$ cat src/rtl/axi4_burst_mem_responder.sv
// AXI4 burst slave backed by a word-addressed byte-lane memory.
// Independent single-outstanding write and read engines; INCR/FIXED bursts, SLVERR on malformed or out-of-range beats.
module axi4_burst_mem_responder #(
    parameter int C_S_AXI_ID_WIDTH   = 1,
    parameter int C_S_AXI_DATA_WIDTH = 32,
    parameter int C_S_AXI_ADDR_WIDTH = 10,
    parameter int C_MEM_DEPTH        = 64
) (
    input  logic                              ACLK,
    input  logic                              ARESETN,
    // write address channel
    input  logic [C_S_AXI_ID_WIDTH-1:0]       AWID,
    input  logic [C_S_AXI_ADDR_WIDTH-1:0]     AWADDR,
    input  logic [7:0]                        AWLEN,
    input  logic [2:0]                        AWSIZE,
    input  logic [1:0]                        AWBURST,
    input  logic                              AWVALID,
    output logic                              AWREADY,
    // write data channel
    input  logic [C_S_AXI_DATA_WIDTH-1:0]     WDATA,
    input  logic [C_S_AXI_DATA_WIDTH/8-1:0]   WSTRB,
    input  logic                              WLAST,
    input  logic                              WVALID,
    output logic                              WREADY,
    // write response channel
    output logic [C_S_AXI_ID_WIDTH-1:0]       BID,
    output logic [1:0]                        BRESP,
    output logic                              BVALID,
    input  logic                              BREADY,
    // read address channel
    input  logic [C_S_AXI_ID_WIDTH-1:0]       ARID,
    input  logic [C_S_AXI_ADDR_WIDTH-1:0]     ARADDR,
    input  logic [7:0]                        ARLEN,
    input  logic [2:0]                        ARSIZE,
    input  logic [1:0]                        ARBURST,
    input  logic                              ARVALID,
    output logic                              ARREADY,
    // read data channel
    output logic [C_S_AXI_ID_WIDTH-1:0]       RID,
    output logic [C_S_AXI_DATA_WIDTH-1:0]     RDATA,
    output logic [1:0]                        RRESP,
    output logic                              RLAST,
    output logic                              RVALID,
    input  logic                              RREADY
);

    localparam int AW    = C_S_AXI_ADDR_WIDTH;
    localparam int LANES = C_S_AXI_DATA_WIDTH / 8;
    localparam int IDX_W = (C_MEM_DEPTH > 1) ? $clog2(C_MEM_DEPTH) : 1;

    localparam logic [AW:0] ADDR_LIMIT = (AW+1)'(4 * C_MEM_DEPTH);

    localparam logic [1:0] W_IDLE = 2'd0;
    localparam logic [1:0] W_DATA = 2'd1;
    localparam logic [1:0] W_RESP = 2'd2;
    localparam logic [0:0] R_IDLE = 1'b0;
    localparam logic [0:0] R_DATA = 1'b1;

    localparam logic [1:0] RESP_OKAY   = 2'b00;
    localparam logic [1:0] RESP_SLVERR = 2'b10;
    localparam logic [1:0] BURST_FIXED = 2'b00;
    localparam logic [1:0] BURST_INCR  = 2'b01;

    function automatic logic request_bad(input logic [2:0] size, input logic [1:0] burst);
        return (size != 3'b010) || ((burst != BURST_FIXED) && (burst != BURST_INCR));
    endfunction

    function automatic logic out_of_range(input logic [AW-1:0] addr);
        return {1'b0, addr} >= ADDR_LIMIT;
    endfunction

    function automatic logic [AW-1:0] next_addr(input logic [AW-1:0] addr, input logic fixed);
        return fixed ? addr : addr + AW'(4);
    endfunction

    // Holds both ready outputs low through reset and the release cycle.
    logic active_reg;

    always_ff @(posedge ACLK or negedge ARESETN) begin
        if (!ARESETN) begin
            active_reg <= 1'b0;
        end else begin
            active_reg <= 1'b1;
        end
    end

    // ---------------------------------------------------------------- write engine
    logic [1:0]                  w_state_reg;
    logic [C_S_AXI_ID_WIDTH-1:0] w_id_reg;
    logic [AW-1:0]               w_addr_reg;
    logic [7:0]                  w_len_reg;
    logic [7:0]                  w_cnt_reg;
    logic                        w_fixed_reg;
    logic                        w_req_bad_reg;
    logic                        w_err_reg;

    logic             aw_hs;
    logic             w_hs;
    logic             w_last_beat;
    logic             w_beat_oob;
    logic             w_beat_err;
    logic             mem_we;
    logic [IDX_W-1:0] w_idx;

    assign AWREADY     = active_reg && (w_state_reg == W_IDLE);
    assign WREADY      = (w_state_reg == W_DATA);
    assign BVALID      = (w_state_reg == W_RESP);
    assign BID         = BVALID ? w_id_reg : '0;
    assign BRESP       = (BVALID && w_err_reg) ? RESP_SLVERR : RESP_OKAY;

    assign aw_hs       = AWVALID && AWREADY;
    assign w_hs        = WVALID && WREADY;
    assign w_last_beat = (w_cnt_reg == w_len_reg);
    assign w_beat_oob  = out_of_range(w_addr_reg);
    assign w_beat_err  = w_req_bad_reg || w_beat_oob || (WLAST != w_last_beat);
    // A malformed request still consumes its beats but never touches memory.
    assign mem_we      = w_hs && !w_req_bad_reg && !w_beat_oob;
    assign w_idx       = w_addr_reg[IDX_W+1:2];

    always_ff @(posedge ACLK or negedge ARESETN) begin
        if (!ARESETN) begin
            w_state_reg   <= W_IDLE;
            w_id_reg      <= '0;
            w_addr_reg    <= '0;
            w_len_reg     <= '0;
            w_cnt_reg     <= '0;
            w_fixed_reg   <= 1'b0;
            w_req_bad_reg <= 1'b0;
            w_err_reg     <= 1'b0;
        end else begin
            case (w_state_reg)
                W_IDLE: begin
                    if (aw_hs) begin
                        w_id_reg      <= AWID;
                        w_addr_reg    <= AWADDR;
                        w_len_reg     <= AWLEN;
                        w_cnt_reg     <= '0;
                        w_fixed_reg   <= (AWBURST == BURST_FIXED);
                        w_req_bad_reg <= request_bad(AWSIZE, AWBURST);
                        w_err_reg     <= 1'b0;
                        w_state_reg   <= W_DATA;
                    end
                end
                W_DATA: begin
                    if (w_hs) begin
                        w_err_reg  <= w_err_reg || w_beat_err;
                        w_addr_reg <= next_addr(w_addr_reg, w_fixed_reg);
                        w_cnt_reg  <= w_cnt_reg + 8'd1;
                        if (w_last_beat) begin
                            w_state_reg <= W_RESP;
                        end
                    end
                end
                W_RESP: begin
                    if (BREADY) begin
                        w_state_reg <= W_IDLE;
                    end
                end
                default: w_state_reg <= W_IDLE;
            endcase
        end
    end

    // ---------------------------------------------------------------- read engine
    logic [0:0]                  r_state_reg;
    logic [C_S_AXI_ID_WIDTH-1:0] r_id_reg;
    logic [AW-1:0]               r_addr_reg;
    logic [7:0]                  r_len_reg;
    logic [7:0]                  r_cnt_reg;
    logic                        r_fixed_reg;
    logic                        r_req_bad_reg;

    logic                          ar_hs;
    logic                          r_hs;
    logic                          r_last_beat;
    logic                          r_beat_err;
    logic [IDX_W-1:0]              r_idx;
    logic [C_S_AXI_DATA_WIDTH-1:0] rd_word;

    assign ARREADY     = active_reg && (r_state_reg == R_IDLE);
    assign RVALID      = (r_state_reg == R_DATA);
    assign ar_hs       = ARVALID && ARREADY;
    assign r_hs        = RVALID && RREADY;
    assign r_last_beat = (r_cnt_reg == r_len_reg);
    assign r_beat_err  = r_req_bad_reg || out_of_range(r_addr_reg);
    assign r_idx       = r_addr_reg[IDX_W+1:2];

    assign RID   = RVALID ? r_id_reg : '0;
    assign RLAST = RVALID && r_last_beat;
    assign RRESP = (RVALID && r_beat_err) ? RESP_SLVERR : RESP_OKAY;
    assign RDATA = (RVALID && !r_beat_err) ? rd_word : '0;

    always_ff @(posedge ACLK or negedge ARESETN) begin
        if (!ARESETN) begin
            r_state_reg   <= R_IDLE;
            r_id_reg      <= '0;
            r_addr_reg    <= '0;
            r_len_reg     <= '0;
            r_cnt_reg     <= '0;
            r_fixed_reg   <= 1'b0;
            r_req_bad_reg <= 1'b0;
        end else begin
            case (r_state_reg)
                R_IDLE: begin
                    if (ar_hs) begin
                        r_id_reg      <= ARID;
                        r_addr_reg    <= ARADDR;
                        r_len_reg     <= ARLEN;
                        r_cnt_reg     <= '0;
                        r_fixed_reg   <= (ARBURST == BURST_FIXED);
                        r_req_bad_reg <= request_bad(ARSIZE, ARBURST);
                        r_state_reg   <= R_DATA;
                    end
                end
                R_DATA: begin
                    if (r_hs) begin
                        r_addr_reg <= next_addr(r_addr_reg, r_fixed_reg);
                        r_cnt_reg  <= r_cnt_reg + 8'd1;
                        if (r_last_beat) begin
                            r_state_reg <= R_IDLE;
                        end
                    end
                end
                default: r_state_reg <= R_IDLE;
            endcase
        end
    end

    // ---------------------------------------------------------------- storage
    // One byte-wide array per lane gives native strobe masking; contents are never reset.
    // Reads index through the registered beat address, so a same-edge write is seen on the next beat.
    for (genvar gi = 0; gi < LANES; gi++) begin : g_lane
        logic [7:0] lane_mem [C_MEM_DEPTH];

        always_ff @(posedge ACLK) begin
            if (mem_we && WSTRB[gi]) begin
                lane_mem[w_idx] <= WDATA[gi*8 +: 8];
            end
        end

        assign rd_word[gi*8 +: 8] = lane_mem[r_idx];
    end

endmodule

$ cat config.mk
export PLATFORM = sky130hd
export DESIGN_NAME = axi4_burst_mem_responder
export DESIGN_NICKNAME = d
export VERILOG_FILES = /design/src/rtl/axi4_burst_mem_responder.sv
export SDC_FILE = /design/constraint.sdc
export NUM_CORES = 2
export LEC_CHECK = 0
export ABC_AREA = 0
export BUFFER_PORTS_ARGS = -buffer_cell sky130_fd_sc_hd__buf_2
export CORE_ASPECT_RATIO = 2
export CORE_UTILIZATION = 50
export CTS_BUF_LIST = sky130_fd_sc_hd__clkbuf_2
export DETAILED_ROUTE_END_ITERATION = 8
export PLACE_DENSITY = 0.75
export RECOVER_POWER = 100
export SLEW_MARGIN = 30
export SYNTH_ARGS = -nofsm -noshare
export SYNTH_HDL_FRONTEND = slang
export SYNTH_SLANG_ARGS = --single-unit
$ cat constraint.sdc
create_clock -name ACLK -period 2.7 [get_ports ACLK]
set_input_delay 0.27 -clock ACLK [delete_from_list [all_inputs] [get_ports ACLK]]
set_output_delay 0.27 -clock ACLK [all_outputs]
set_load 0.05 [all_outputs]
==> results.sh <==
export IMPL_status="finished with violations"
export IMPL_violations="max-capacitance violations, max-slew violations, negative setup slack"
export IMPL_ios=136
export IMPL_nNetsFinal=5565
export IMPL_final_core_util=0.6135
export IMPL_reg2reg_depth=9
export IMPL_tritoncts="built"
export IMPL_clk_pin_slew_ns=0.14
export IMPL_yosysSeqAreaShare=0.7665
export IMPL_synth_cell_types=62
export IMPL_setup_viol=1042
export IMPL_num_vias=49070
export IMPL_routed_wl_mm=260.1
export IMPL_arrival_ns=4.33
export IMPL_synth_edf_count=2048
export IMPL_slew_viol_final=760
export IMPL_cp_slowest_cell="dfrtp_4"
export IMPL_endpoint_kind="primary output"
export IMPL_hold_slack_ns=0.05877
export IMPL_cts_sinks=2107
export IMPL_rr_endpoint="r_addr_reg[5]"
export IMPL_synth_area_um2=82160
export IMPL_crit_type="reg2out"
export IMPL_start_util=0.5027
export IMPL_maxSlewHeadroom=-0.9183
export IMPL_syn2layout_area_growth_pct=22.04
export IMPL_initialDrtViolationCount=5860
export IMPL_reg2reg_from="RVALID"
export IMPL_final_cell_mix="edfxtp_1, buf_4, clkbuf_2, mux4_2, nor2_1"
export IMPL_antenna_found_initial=13
export IMPL_ant_nets=0
export IMPL_yosys_area_top_type_share=0.7485
export IMPL_required_ns=2.43
export IMPL_grt_pass1_vias=51010
export IMPL_clock_power_share=0.197
export IMPL_synthFlopType="edfxtp_1"
export IMPL_rrSetupSlack_ns=-0.47
export IMPL_routedWlPerCell_um=32.90
export IMPL_vias_per_cell=6.206
export IMPL_final_common_cell="edfxtp_1"
export IMPL_power_density_nw_per_um2=935.1
export IMPL_syn_inst=4031
export IMPL_rsz0062_at_grt="true"
export IMPL_synthTopCellsByArea="edfxtp_1, mux4_2, dfrtp_1, mux2i_1, nor2_1"
export IMPL_die_area_um2=166000
export IMPL_sequentialPowerShare=0.394
export IMPL_hp_start="WSTRB[0]"
export IMPL_clock_fmax_mhz=217.2
export IMPL_placementRows=210
export IMPL_core_um2=163400
export IMPL_post_route_period_util=1.705
export IMPL_hold_class="in2reg"
export IMPL_post_synth_top_area_cell="edfxtp_1"
export IMPL_regMostFlops="g_lane.lane_mem"
export IMPL_power_mw=93.76
export IMPL_pre_cts_ws_ns=-0.6155
export IMPL_cap_violations=18
export IMPL_cts_htree_levels=5
export IMPL_largest_reg_flops=2048
export IMPL_final_setup_skew_ns=0.1687
export IMPL_drc=0
export IMPL_power_leakage_nw=33.99
export IMPL_swShare=0.3546
export IMPL_routabilityCongestion=0.9518
export IMPL_yosys_warnings=0
export IMPL_path_buf_inv=6
export IMPL_async_flop_share=0.02800
export IMPL_stdcell_count=7906
export IMPL_clk_latency_ns=1.59
export IMPL_post_route_worst_setup_slack_ns=-1.904
export IMPL_dp_hpwl_mm=170.4
export IMPL_worst_pin_slew_ns=2.878
export IMPL_dr_pass1_iters=8
export IMPL_start_kind="flip-flop"
export IMPL_p_int_mw=60.52
export IMPL_fin_crit_ns=4.604
export IMPL_irDropWorstVdd_uv=904.7
export IMPL_crit_chain="buf_4 -> buf_12 -> buf_16 -> buf_12 -> mux4_2 -> o22ai_4 -> a2111oi_2 -> buf_4 -> a22o_4 -> buf_6"
export IMPL_dieHeight_um=575.3
export IMPL_p_comb_frac=0.410
export IMPL_grt_max_degree=65
export IMPL_grtUsageTotal=0.3148
export IMPL_fillers=11260
export IMPL_cts_root_buf="clkbuf_2"
export IMPL_drive_gt1_frac=0.4019
export IMPL_power_switching_mw=33.25
export IMPL_dp_cells=6813
export IMPL_ys_ff_latch=2107
export IMPL_synth_avg_cell_area_um2=20.38
export IMPL_die_w_um=288.6
export IMPL_whs_endpoint="g_lane[0].lane_mem[15][7]"
export IMPL_overflow=0
export IMPL_max_stage_delay_ns=0.57
export IMPL_grt_pass1_wl_mm=361.4
export IMPL_cts_buffers=414
export IMPL_cts_max_path_buffers=4
export IMPL_critPathTopFamily="buffers and inverters"
export IMPL_hold_depth=6
export IMPL_io_buffers=129
export IMPL_path_max_fanout=9
export IMPL_final_hold_violation_count=0
through the flow:
stage	TNS (ns)	cell area, µm²
after floorplan	-0.005792	82180
after global placement	-9.092	91070
after detailed placement	-8.913	91080
after CTS	-63.84	99710
after global routing	-373.86	100300
final	-126.02	100300
cells in the mapped netlist, types with 3 or more instances:
master	n
a2111oi_0	8
a2111oi_1	4
a2111oi_2	8
a211oi_1	22
a21oi_1	60
a221oi_1	7
a221oi_2	4
a22o_1	32
a22oi_1	60
a31oi_1	3
and2_1	9
and3_1	5
and3b_1	6
buf_1	17
buf_2	54
buf_4	26
buf_6	18
clkbuf_1	119
dfrtp_1	59
edfxtp_1	2048
ha_1	4
inv_1	4
mux2i_1	146
mux4_2	475
nand2_1	174
nand2b_1	11
nand3_1	58
nand3b_1	6
nand4_1	10
nor2_1	325
nor2b_1	13
nor3_1	28
nor3b_1	6
nor4_1	5
nor4b_1	3
o21ai_0	39
o221ai_1	26
o22a_1	11
o22ai_1	52
o31ai_1	8
xnor2_1	18
xor2_1	11
cell families (layout without fill, tap and decap cells):
logic type,Yosys count,after routing,share of synthesized area
other,2,6,0.00009140
xor gates and xnor gates,29,29,0.003091
muxes,622,622,0.1481
adders and majority gates,4,4,0.0006092
DFF,2107,2107,0.7665
and+or+nand+nor,667,667,0.03492
AOI/OAI and AO/OA,357,357,0.03146
buffers and inverters,243,1994,0.01523
per-layer routing:
layer / vias up / track usage / share of wire
li1: 19750 / - / -
met5: - / 0 / 0.00057
met1: 24700 / 0.3299 / 0.29
met4: 20 / 0.2795 / 0.11
met3: 988 / 0.07371 / 0.10
met2: 3609 / 0.5247 / 0.50
worst reg2reg max path: stages, from the launching register on:
cell and delay, ns:
dfrtp_1 0.41, clkbuf_1 0.16, clkbuf_1 0.22, clkbuf_1 0.18, clkbuf_2 0.18, and3b_1 0.27
clkbuf_1 0.72, a22oi_1 0.20, dlygate4sd3_1 0.60, o21ai_0 0.08
timing repair:
item,CTS,global route
hold buffers,228,2
endpoints found under the setup margin,43,1110
setup buffers,68,58
pin swaps,44,53
hold endpoints to repair,4213,39
cloned,16,4
resized for setup,337,150
final cells by class:
| cell class | count | area (µm²) | share of cell area |
|---|---|---|---|
| Multi-Input combinational cell | 1682 | 19290 | 0.1924 |
| Timing Repair Buffer | 1258 | 11580 | 0.1155 |
| Antenna cell | 3 | 7.507 | 0.00007487 |
| Sequential cell | 2107 | 63000 | 0.6283 |
| Clock buffer | 578 | 2893 | 0.02885 |
| Tap cell | 2120 | 2653 | 0.02645 |
| Inverter | 6 | 26.28 | 0.0002620 |
| Clock inverter | 152 | 825.8 | 0.008236 |
worst max-delay path by stage:
stage / end / depth (start not counted) / from / slack [ns]
3_3_place_gp: RDATA[17] / 10 / r_addr_reg[2] / -0.79
5_1_grt: RDATA[3] / 10 / r_addr_reg[2] / -1.98
6_report: RDATA[25] / 10 / r_addr_reg[2] / -1.90
4_1_cts: RDATA[0] / 10 / r_addr_reg[2] / -1.98
2_1_floorplan: RDATA[30] / 7 / r_addr_reg[2] / -0.006
3_5_place_dp: RDATA[17] / 10 / r_addr_reg[2] / -0.62
power groups by stage:
| stage | sequential (mW) | combinational, mW | clock [mW] |
|---|---|---|---|
| after global placement | 37.5 | 30.8 | 0 |
| after CTS | 36.8 | 35.9 | 18.6 |
| after global routing | 36.9 | 39.2 | 20.0 |
| after detailed placement | 37.5 | 31.1 | 0 |
| final | 36.9 | 38.4 | 18.5 |
| after floorplan | 37.2 | 16.8 | 0 |
Note: power is estimated with default switching activity, not from simulation.
